File: src/rtl/dffe_pkg.sv
// Shared definitions for the dffe_pipe enable-register chain: width helper,
// stall counter width and the {valid,data} stage record macro.
`ifndef DFFE_PKG_SV
`define DFFE_PKG_SV

// Packed stage record; v sits above data so {v, data} concatenations line up.
`define DFFE_STAGE_T(W) struct packed { logic v; logic [(W)-1:0] data; }

package dffe_pkg;

  localparam int STALL_CNT_W = 16;

  // Bits needed to encode values 0..n-1 (minimum 1 bit).
  function automatic int clog2(input int n);
    int r;
    int v;
    r = 0;
    v = n - 1;
    while (v > 0) begin
      r++;
      v = v >> 1;
    end
    if (r == 0) r = 1;
    return r;
  endfunction

endpackage

`endif

File: src/rtl/dffe_stage.sv
// One {valid,data} pipeline register with synchronous clear, advance enable
// and a valid-kill input that clears the valid bit regardless of enable.
module dffe_stage
  import dffe_pkg::*;
#(
  parameter int               WIDTH     = 32,
  parameter logic [WIDTH-1:0] RESET_VAL = '0
) (
  input  logic           clk,
  input  logic           clr,
  input  logic           en,
  input  logic           kill,
  input  logic [WIDTH:0] d_i,
  output logic [WIDTH:0] q_o
);

  typedef `DFFE_STAGE_T(WIDTH) stage_t;

  stage_t in_s;
  stage_t stage_q;
  stage_t stage_d;

  assign in_s = d_i;

  always_comb begin
    stage_d = stage_q;
    if (en) stage_d = in_s;
    // Data still moves on a kill; only the tag is forced low.
    if (kill) stage_d.v = 1'b0;
  end

  always_ff @(posedge clk) begin
    if (clr) begin
      stage_q.v    <= 1'b0;
      stage_q.data <= RESET_VAL;
    end else begin
      stage_q <= stage_d;
    end
  end

  assign q_o = stage_q;

endmodule

File: src/rtl/dffe_pipe.sv
// DEPTH-stage enable-register chain with flush and registered occupancy count.
// Optional DFFE_PIPE_STALL_CNT_EN adds a saturating stall_cnt output.
module dffe_pipe
  import dffe_pkg::*;
#(
  parameter int               WIDTH     = 32,
  parameter int               DEPTH     = 3,
  parameter logic [WIDTH-1:0] RESET_VAL = '0,
  localparam int              OCC_W     = clog2(DEPTH + 1)
) (
  input  logic             clk,
  input  logic             clr,
  input  logic             e,
  input  logic             flush,
  input  logic [WIDTH-1:0] d,
  input  logic             dv,
  output logic [WIDTH-1:0] q,
  output logic             qv,
  output logic [OCC_W-1:0] occ
`ifdef DFFE_PIPE_STALL_CNT_EN
  ,
  output logic [STALL_CNT_W-1:0] stall_cnt
`endif
);

  typedef `DFFE_STAGE_T(WIDTH) stage_t;

  // stg[0] is the input word, stg[gi+1] the output of stage gi.
  stage_t [DEPTH:0] stg;

  assign stg[0] = {dv, d};

  generate
    for (genvar gi = 0; gi < DEPTH; gi++) begin : g_stage
      dffe_stage #(
        .WIDTH    (WIDTH),
        .RESET_VAL(RESET_VAL)
      ) u_stage (
        .clk (clk),
        .clr (clr),
        .en  (e),
        .kill(flush),
        .d_i (stg[gi]),
        .q_o (stg[gi+1])
      );
    end
  endgenerate

  assign q  = stg[DEPTH].data;
  assign qv = stg[DEPTH].v;

  logic [OCC_W-1:0] occ_q;
  logic [OCC_W-1:0] occ_d;

  // Modular add/subtract is exact because the true result always fits 0..DEPTH.
  always_comb begin
    occ_d = occ_q;
    if (flush)  occ_d = '0;
    else if (e) occ_d = occ_q + OCC_W'(dv) - OCC_W'(qv);
  end

  always_ff @(posedge clk) begin
    if (clr) occ_q <= '0;
    else     occ_q <= occ_d;
  end

  assign occ = occ_q;

`ifdef DFFE_PIPE_STALL_CNT_EN
  logic [STALL_CNT_W-1:0] stall_q;
  logic [STALL_CNT_W-1:0] stall_d;

  // Counts edges where occupied stages were held back by the consumer.
  always_comb begin
    stall_d = stall_q;
    if (flush || e)
      stall_d = '0;
    else if ((occ_q != '0) && (stall_q != '1))
      stall_d = stall_q + STALL_CNT_W'(1);
  end

  always_ff @(posedge clk) begin
    if (clr) stall_q <= '0;
    else     stall_q <= stall_d;
  end

  assign stall_cnt = stall_q;
`else
  // Stall counter is not built in this configuration.
`endif

endmodule

File: config.mk
export PLATFORM = sky130hd
export DESIGN_NAME = dffe_pipe
export DESIGN_NICKNAME = d
export VERILOG_FILES = /design/src/rtl/dffe_pkg.sv /design/src/rtl/dffe_stage.sv /design/src/rtl/dffe_pipe.sv
export SDC_FILE = /design/constraint.sdc
export NUM_CORES = 1
export LEC_CHECK = 0
export ABC_AREA = 1
export BUFFER_PORTS_ARGS = -buffer_cell sky130_fd_sc_hd__buf_2
export CAP_MARGIN = 20
export CORE_MARGIN = 5
export CORE_UTILIZATION = 35
export CTS_CLUSTER_DIAMETER = 80
export DETAILED_ROUTE_END_ITERATION = 7
export GPL_TIMING_DRIVEN = 0
export PLACE_DENSITY = 0.63
export SLEW_MARGIN = 30
export SYNTH_ARGS = -nofsm -noshare
export SYNTH_HDL_FRONTEND = slang
export SYNTH_SLANG_ARGS = --single-unit
File: constraint.sdc
create_clock -name clk -period 3.3 [get_ports clk]
set_clock_uncertainty 0.2 [all_clocks]
set_input_delay 0.66 -clock clk [delete_from_list [all_inputs] [get_ports clk]]
set_output_delay 0.66 -clock clk [all_outputs]
set_load 0.01 [all_outputs]
# Yosys cells after proc, flatten, opt, wreduce, memory -nomap -nowiden
# Index checks and enable logic that the tools add are counted.
# Widths: inputs -> output; s select.
# word_totals
wordCells	10
ff_bits	101
out_inout_bits	35
# op_classes
n_addsub	2
n_reduce_logical	1
# op_table
cell	n
$add 2x1->2	1
$reduce_or 2->1	1
$sub 2x1->2	1

# Depth between registers and ports, before layout
# Gate-level depths: netlist (run 1).
# depth
depth_word	2
mapped_depth	9

# Hierarchy
# Synthesis (run 1) repeated with hierarchy kept, for this count alone.
# unflattened
cells_unflattened	651
hier_area_um2	4195.3
# by_module_without_submodules
module	seq_area_each_um2	area_per_inst_um2	instances	cells_per_inst
dffe_stage	660.6	1353.8	3	210
dffe_pipe	40.0	133.9	1	21

# Worst setup path after synthesis (run 1)
# No wires, ideal clock.
# synth_path
path_type	input to register
startpoint	in e
endpoint	reg g_stage[0].u_stage.stage_q, in the netlist g_stage[0].u_stage.q_o[28]
arrival_time_ns	1.157
required_ns	2.984
path_slack_ns	1.827
setup_time_ns	0.116
path_stages	4
path_cell_list	clkbuf_8 -> buf_4 -> o21ai_0 -> nor2_1
# synth_lines
element	line_no	text
from (decl)	dffe_pipe.sv:13	input logic e,
to (signal assigned)	dffe_stage.sv:37	stage_q <= stage_d;
to (decl)	dffe_stage.sv:20	stage_t stage_q;

# Worst setup path in the final report (run 1)
# layout_path
startpoint	reg g_stage[2].u_stage.stage_q, in the netlist g_stage[2].u_stage.q_o[32]
endpoint	out qv
# layout_lines
element	line_no	text
from (decl)	dffe_stage.sv:20	
from (signal assigned)	dffe_stage.sv:37	
to (decl)	dffe_pipe.sv:18	output logic qv,
# No word-level cell between the ends.

==> out/qor.yml, run 1 <==
finish:
  mostFrequentLayoutCell: "nor2_1"
  nFillCells: 1083
  fin_util_pct: 42.2
  final_cell_mix: "nor2_1, dfxtp_1, o21ai_0"
  nNetsFinal: 570
  design_area_um2: 4320
  drive_gt1_share_pct: 20.1
  final_cells: 669
  syn2layout_area_growth_pct: 18.8
  insertedDiodeCount: 0
sta:
  rsz0062_at_grt: "false"
  worstMarginPinSlew_ps: 423
  relSlewSlack_pct: 71.8
  maxSlewViolCount: 0
  period_minus_slack_ps: 1760
  setup_ws_ps: 1540
  finalHoldViolCount: 0
  setup_viol: 0
  setup_tns_ps: 0
  period_share_pct: 53.3
  whs_ps: 279
  max_freq_ghz: 0.569
route:
  routedWlPerCell_um: 12.4
  via_count: 3047
  drtPass1Iterations: 4
  drt-initial-drc-count: 158
  antenna_left: 0
  drc_errors: 0
  wirelength_mm: 8.31
  vias_per_cell: 4.55
clock_tree:
  cts_made_buffers: 9
  post_cts_resize_count: 0
  cts_max_path_buffers: 2
  postCtsSetupBuffers: 0
  cts_sinks: 101
  clockRootBuffer: "clkbuf_8"
  ctsHtreeMaxLevel: 3
  clock_latency_ps: 350
  cts_tree: "built"
  clkTransAtPathRegs_ps: 80
  hold_buffers: 0
run:
  drv_cap: 0
setup_path:
  path_buf_inv: 1
  r2r-end: "occ[1]$_SDFFE_PP0P_"
  r2r_cells: 9
  worstPathCellList: "buf_2"
  cp.required_ps: 2440
  end_kind: "primary output"
  rr_startpoint: "occ[0]$_SDFFE_PP0P_"
  crit_arrival_ps: 900
  critPathTopFamily: "flip-flops"
  reg2reg_slack_ps: 1790
  critPathKind: "flip-flop to primary output"
  slowest_delay_ps: 390
  cp-start-kind: "flip-flop"
  critPathSlowestCell: "dfxtp_1"
  path_max_fanout: 3
floorplanning:
  rows: 37
  initial_core_util_pct: 35.5
  dieArea_um2: 12500
  ios: 72
  die_h_um: 112
  core-area_um2: 10200
  die_w_um: 112
logic_synthesis:
  syn_inst: 450
  syn_area_um2: 3630
  ys_ff_latch: 101
  yosys.cell_types.count: 16
  mappedNetlistNets: 489
  ys_seq_area_share_pct: 55.6
  synth_area_per_cell_um2: 8.07
  yosys_warnings: 0
power_and_ir_drop:
  p_total_mw: 2.27
  p_leak_nw: 1.98
  swShare_pct: 24.7
  switchingPower_mw: 0.563
  pwr-share-clk_pct: 30.1
  power_density_nw_per_um2: 527
  p_comb_share_pct: 11.3
  internal-power_mw: 1.71
  seq_power_share_pct: 58.6
  vdd_drop_max_v: 0.000211
placement:
  postPlaceCellArea_um2: 4150
  hpwl_mm: 5.99
  gp_congestion: 0.785
  io_buffers: 70
  post-place-ws_ps: 1530
  dpl.cell_count: 656
worst_hold_path:
  hp-class: "flip-flop to flip-flop"
  holdPathStages: 2
  hp-start: "g_stage[0].u_stage.q_o[32]$_SDFFE_PP0P_"
  holdPathEnd: "g_stage[0].u_stage.q_o[32]$_SDFFE_PP0P_"
run_status:
  status: "finished, final reports clean"
grt:
  grt_max_degree: 15
  grt_pass1_wl_mm: 14.2
  grt.overflow.total: 0
  track_usage_pct: 13.9
  grt_pass1_vias: 2970
  antenna_found_initial: 0
[cell type report]
| cell class | instances | area [um^2] | share of cell area, % |
|---|---|---|---|
| Clock buffer | 12 | 155 | 3.59 |
| Multi-Input combinational cell | 312 | 1320 | 30.5 |
| Buffer | 31 | 265 | 6.14 |
| Tap cell | 136 | 170 | 3.94 |
| Timing Repair Buffer | 70 | 350 | 8.11 |
| Clock inverter | 1 | 8.76 | 0.203 |
| Sequential cell | 101 | 2020 | 46.8 |
| Inverter | 6 | 30.0 | 0.695 |
[power by group through the flow]
stage               logic [mW]  clock network, mW  registers [mW]
floorplan                0.159                  0            1.37
global route             0.298              0.764            1.35
detailed placement       0.260                  0            1.36
CTS                      0.263              0.710            1.33
global placement         0.257                  0            1.36
finish                   0.257              0.684            1.33
[routing by layer]
metal	part of all wire, %	wire, um	track usage [%]	up-vias
met5	0	0	0	-
met4	1.2	98	4.14	0
met3	6.1	505	4.24	10
met2	45	3730	22.4	67
met1	48	3970	18.1	1382
li1	-	-	-	1588
[synth_stat cells]
master | number | area, um^2
o21ai_1 | 10 | 50.1
buf_8 | 1 | 15.0
clkbuf_8 | 2 | 27.5
dfxtp_1 | 101 | 2020
buf_4 | 2 | 15.0
nor2_1 | 205 | 769
buf_6 | 14 | 158
inv_8 | 1 | 11.3
clkbuf_1 | 8 | 30.0
ha_1 | 2 | 25.0
o21ai_0 | 90 | 450
nand2_1 | 4 | 15.0
nand4_1 | 1 | 6.26
inv_2 | 1 | 3.75
inv_1 | 4 | 15.0
buf_2 | 4 | 20.0
[registers in the layout (all words and copies together) (netlist names)]
register             flops
occ                      2
g_stage.u_stage.q_o     99
[cells by family after synthesis]
group                    count (synthesis)  synth area share (%)
buffers and inverters                   37                  8.13
AO/OA/AOI/OAI                          100                  13.8
AND/OR/NAND/NOR                        210                  21.8
adder cells (fa/ha/maj)                  2                 0.689
flip-flops                             101                  55.6
[how the worst max path moves through the flow]
stage | slack, ps | start | to | cells past startpoint
finish | 1540 | g_stage[2].u_stage.q_o[32]$_SDFFE_PP0P_ | qv | 1
global route | 1510 | g_stage[2].u_stage.q_o[32]$_SDFFE_PP0P_ | qv | 1
CTS | 1530 | g_stage[2].u_stage.q_o[32]$_SDFFE_PP0P_ | qv | 1
detailed placement | 1530 | clr | g_stage[0].u_stage.q_o[20]$_SDFFE_PP0P_ | 6
global placement | 1540 | clr | g_stage[2].u_stage.q_o[13]$_SDFFE_PP0P_ | 5
floorplan | 1830 | e | g_stage[0].u_stage.q_o[28]$_SDFFE_PP0P_ | 4
Note: power is estimated with default switching activity, not from simulation.
==> inputs of run 2 (changes only) <==
- clock period: 3.3 -> 1.7 ns (I/O delays scaled with it)
==> out/qor.yml, run 2 (same netlist as run 1, synthesis figures left out) <==
run_status:
  status: "finished, final reports clean"  # unchanged
finish:
  mostFrequentLayoutCell: "nor2_1"  # unchanged
  final_cell_mix: "nor2_1, dfxtp_1, o21ai_0"  # unchanged
  insertedDiodeCount: 0  # unchanged
  nNetsFinal: 577  # was 570
  largest_reg_flops: 99  # unchanged
  syn2layout_area_growth_pct: 20.8  # was 18.8%
  drive_gt1_share_pct: 19.8  # was 20.1%
setup_path:
  path_max_fanout: 3  # unchanged
  critPathKind: "flip-flop to flip-flop"  # was flip-flop to primary output
  cp.required_ps: 1790  # was 2440 ps
  slowest_delay_ps: 360  # was 390 ps
  cp-start-kind: "flip-flop"  # unchanged
  end_kind: "flip-flop"  # was primary output
  cp_common_cell: "nor2_1"
  worstPathCellList: "inv_1 > ha_1 > inv_1 > ha_1 > nand2_1 > nand2_1 > nor2_1 > nor2_1 > nor2_1"  # was buf_2
  crit_arrival_ps: 1600  # was 900 ps
  critPathSlowestCell: "dfxtp_1"  # unchanged
route:
  drtPass1Iterations: 4  # unchanged
  routedWlPerCell_um: 12.3  # was 12.4 um
  top_layer_used: "met4"  # unchanged
  drt-initial-drc-count: 144  # was 158
  wl_met2_mm: 3.73  # about the same
  vias_per_cell: 4.54  # was 4.55
  antenna_left: 0  # unchanged
  met1_length_mm: 4.01  # was 3.97 mm
  via_count: 3069  # was 3047
  drc_errors: 0  # unchanged
  wirelength_mm: 8.33  # was 8.31 mm
  wl_met3_um: 506  # was 505 um
sta:
  setup_tns_ps: 0  # unchanged
  worstMarginPinSlew_ps: 421  # was 423 ps
  maxSlewViolCount: 0  # unchanged
  setup_ws_ps: 185  # was 1540 ps
  period_share_pct: 89.1
  period_minus_slack_ps: 1510
  max_freq_ghz: 0.660
  finalHoldViolCount: 0  # unchanged
  rsz0062_at_grt: "false"  # unchanged
  relSlewSlack_pct: 72.0  # was 71.8%
  setup_viol: 0  # unchanged
floorplanning:
  ios: 72  # unchanged
  die_h_um: 112  # unchanged
  die_w_um: 112  # unchanged
  initial_core_util_pct: 35.5  # unchanged
  core-area_um2: 10200  # unchanged
  rows: 37  # unchanged
  dieArea_um2: 12500  # unchanged
clock_tree:
  cts_tree: "built"  # unchanged
  clock_latency_ps: 350  # about the same
  clockRootBuffer: "clkbuf_8"  # unchanged
  hold_buffers: 6  # was 0
  clkTransAtPathRegs_ps: 90  # was 80 ps
  post_cts_resize_count: 0  # unchanged
  cts_made_buffers: 9  # unchanged
  cts_sinks: 101  # unchanged
  cts_max_path_buffers: 2  # unchanged
  postCtsSetupBuffers: 0  # unchanged
  ctsHtreeMaxLevel: 3  # unchanged
placement:
  hpwl_mm: 5.99  # unchanged
  post-place-ws_ps: 215  # was 1530 ps
  io_buffers: 70  # unchanged
  gp_congestion: 0.785  # unchanged
grt:
  grt.overflow.total: 0  # unchanged
  grt_pass1_wl_mm: 14.2  # about the same
  track_usage_pct: 13.9  # about the same
  grt_pass1_vias: 2975  # was 2970
  antenna_found_initial: 0  # unchanged
  grt_max_degree: 15  # unchanged
power_and_ir_drop:
  vdd_drop_max_v: 0.000410  # was 0.000211 V
  power_density_nw_per_um2: 1010  # was 527 nW/um^2
  p_leak_nw: 2.01  # was 1.98 nW
run:
  drv_cap: 0  # unchanged
worst_hold_path:
  hp-class: "input port to flip-flop"  # was flip-flop to flip-flop
==> run 2: worst paths after layout <==
path / from / endpoint / slack (ps) / depth (start not counted)
worst min register to register: g_stage[0].u_stage.q_o[32]$_SDFFE_PP0P_ / g_stage[0].u_stage.q_o[32]$_SDFFE_PP0P_ / 280 / 2
worst max register to register: occ[0]$_SDFFE_PP0P_ / occ[1]$_SDFFE_PP0P_ / 190 / 9
worst max-delay path: occ[0]$_SDFFE_PP0P_ / occ[1]$_SDFFE_PP0P_ / 190 / 9
worst min-delay path: d[16] / g_stage[0].u_stage.q_o[16]$_SDFFE_PP0P_ / 10 / 3
==> run 2: critical path, delay by kind of cell, from the launching register on <==
family	cells	cell delay (ps)
adder cells (fa/ha/maj)	2	460
buffers and inverters	2	80
flip-flops	1	360
AND/OR/NAND/NOR	5	360
==> run 2: stage by stage <==
| stage | power, mW | util, % | hold WS [ps] | area (um^2) | cells |
|---|---|---|---|---|---|
| floorplan | 2.96 | - | 248 | 3630 | 450 |
| global route | 4.68 | 42.9 | 4.57 | 4390 | 676 |
| detailed placement | 3.15 | 40.6 | 263 | 4150 | 656 |
| CTS | 4.49 | 42.8 | 0.223 | 4380 | 675 |
| finish | 4.43 | 42.9 | 12.7 | 4390 | 676 |
| global placement | 3.14 | 40.6 | 258 | 4150 | 656 |
==> run 2: final cells by class <==
cell class / count / area, um^2
inverter: 6 / 30.0
clock buffer: 12 / 155
multi-input combinational: 312 / 1320
timing repair buffer: 77 / 420
fill: 1080 / 5840
sequential: 101 / 2020
buffer: 31 / 265
clock inverter: 1 / 8.76
tap: 136 / 170
==> run 2: per-layer routing <==
metal,vias to the layer above,global-route usage [%]
met1,1391,18.1
met3,10,4.13
met5,-,0
li1,1600,-
met4,0,4.14
met2,68,22.4
==> run 2: power by group <==
group          switching, mW  internal, mW
Combinational          0.288         0.223
Clock                  0.735         0.593
Sequential            0.0708          2.52
Total                   1.09          3.33
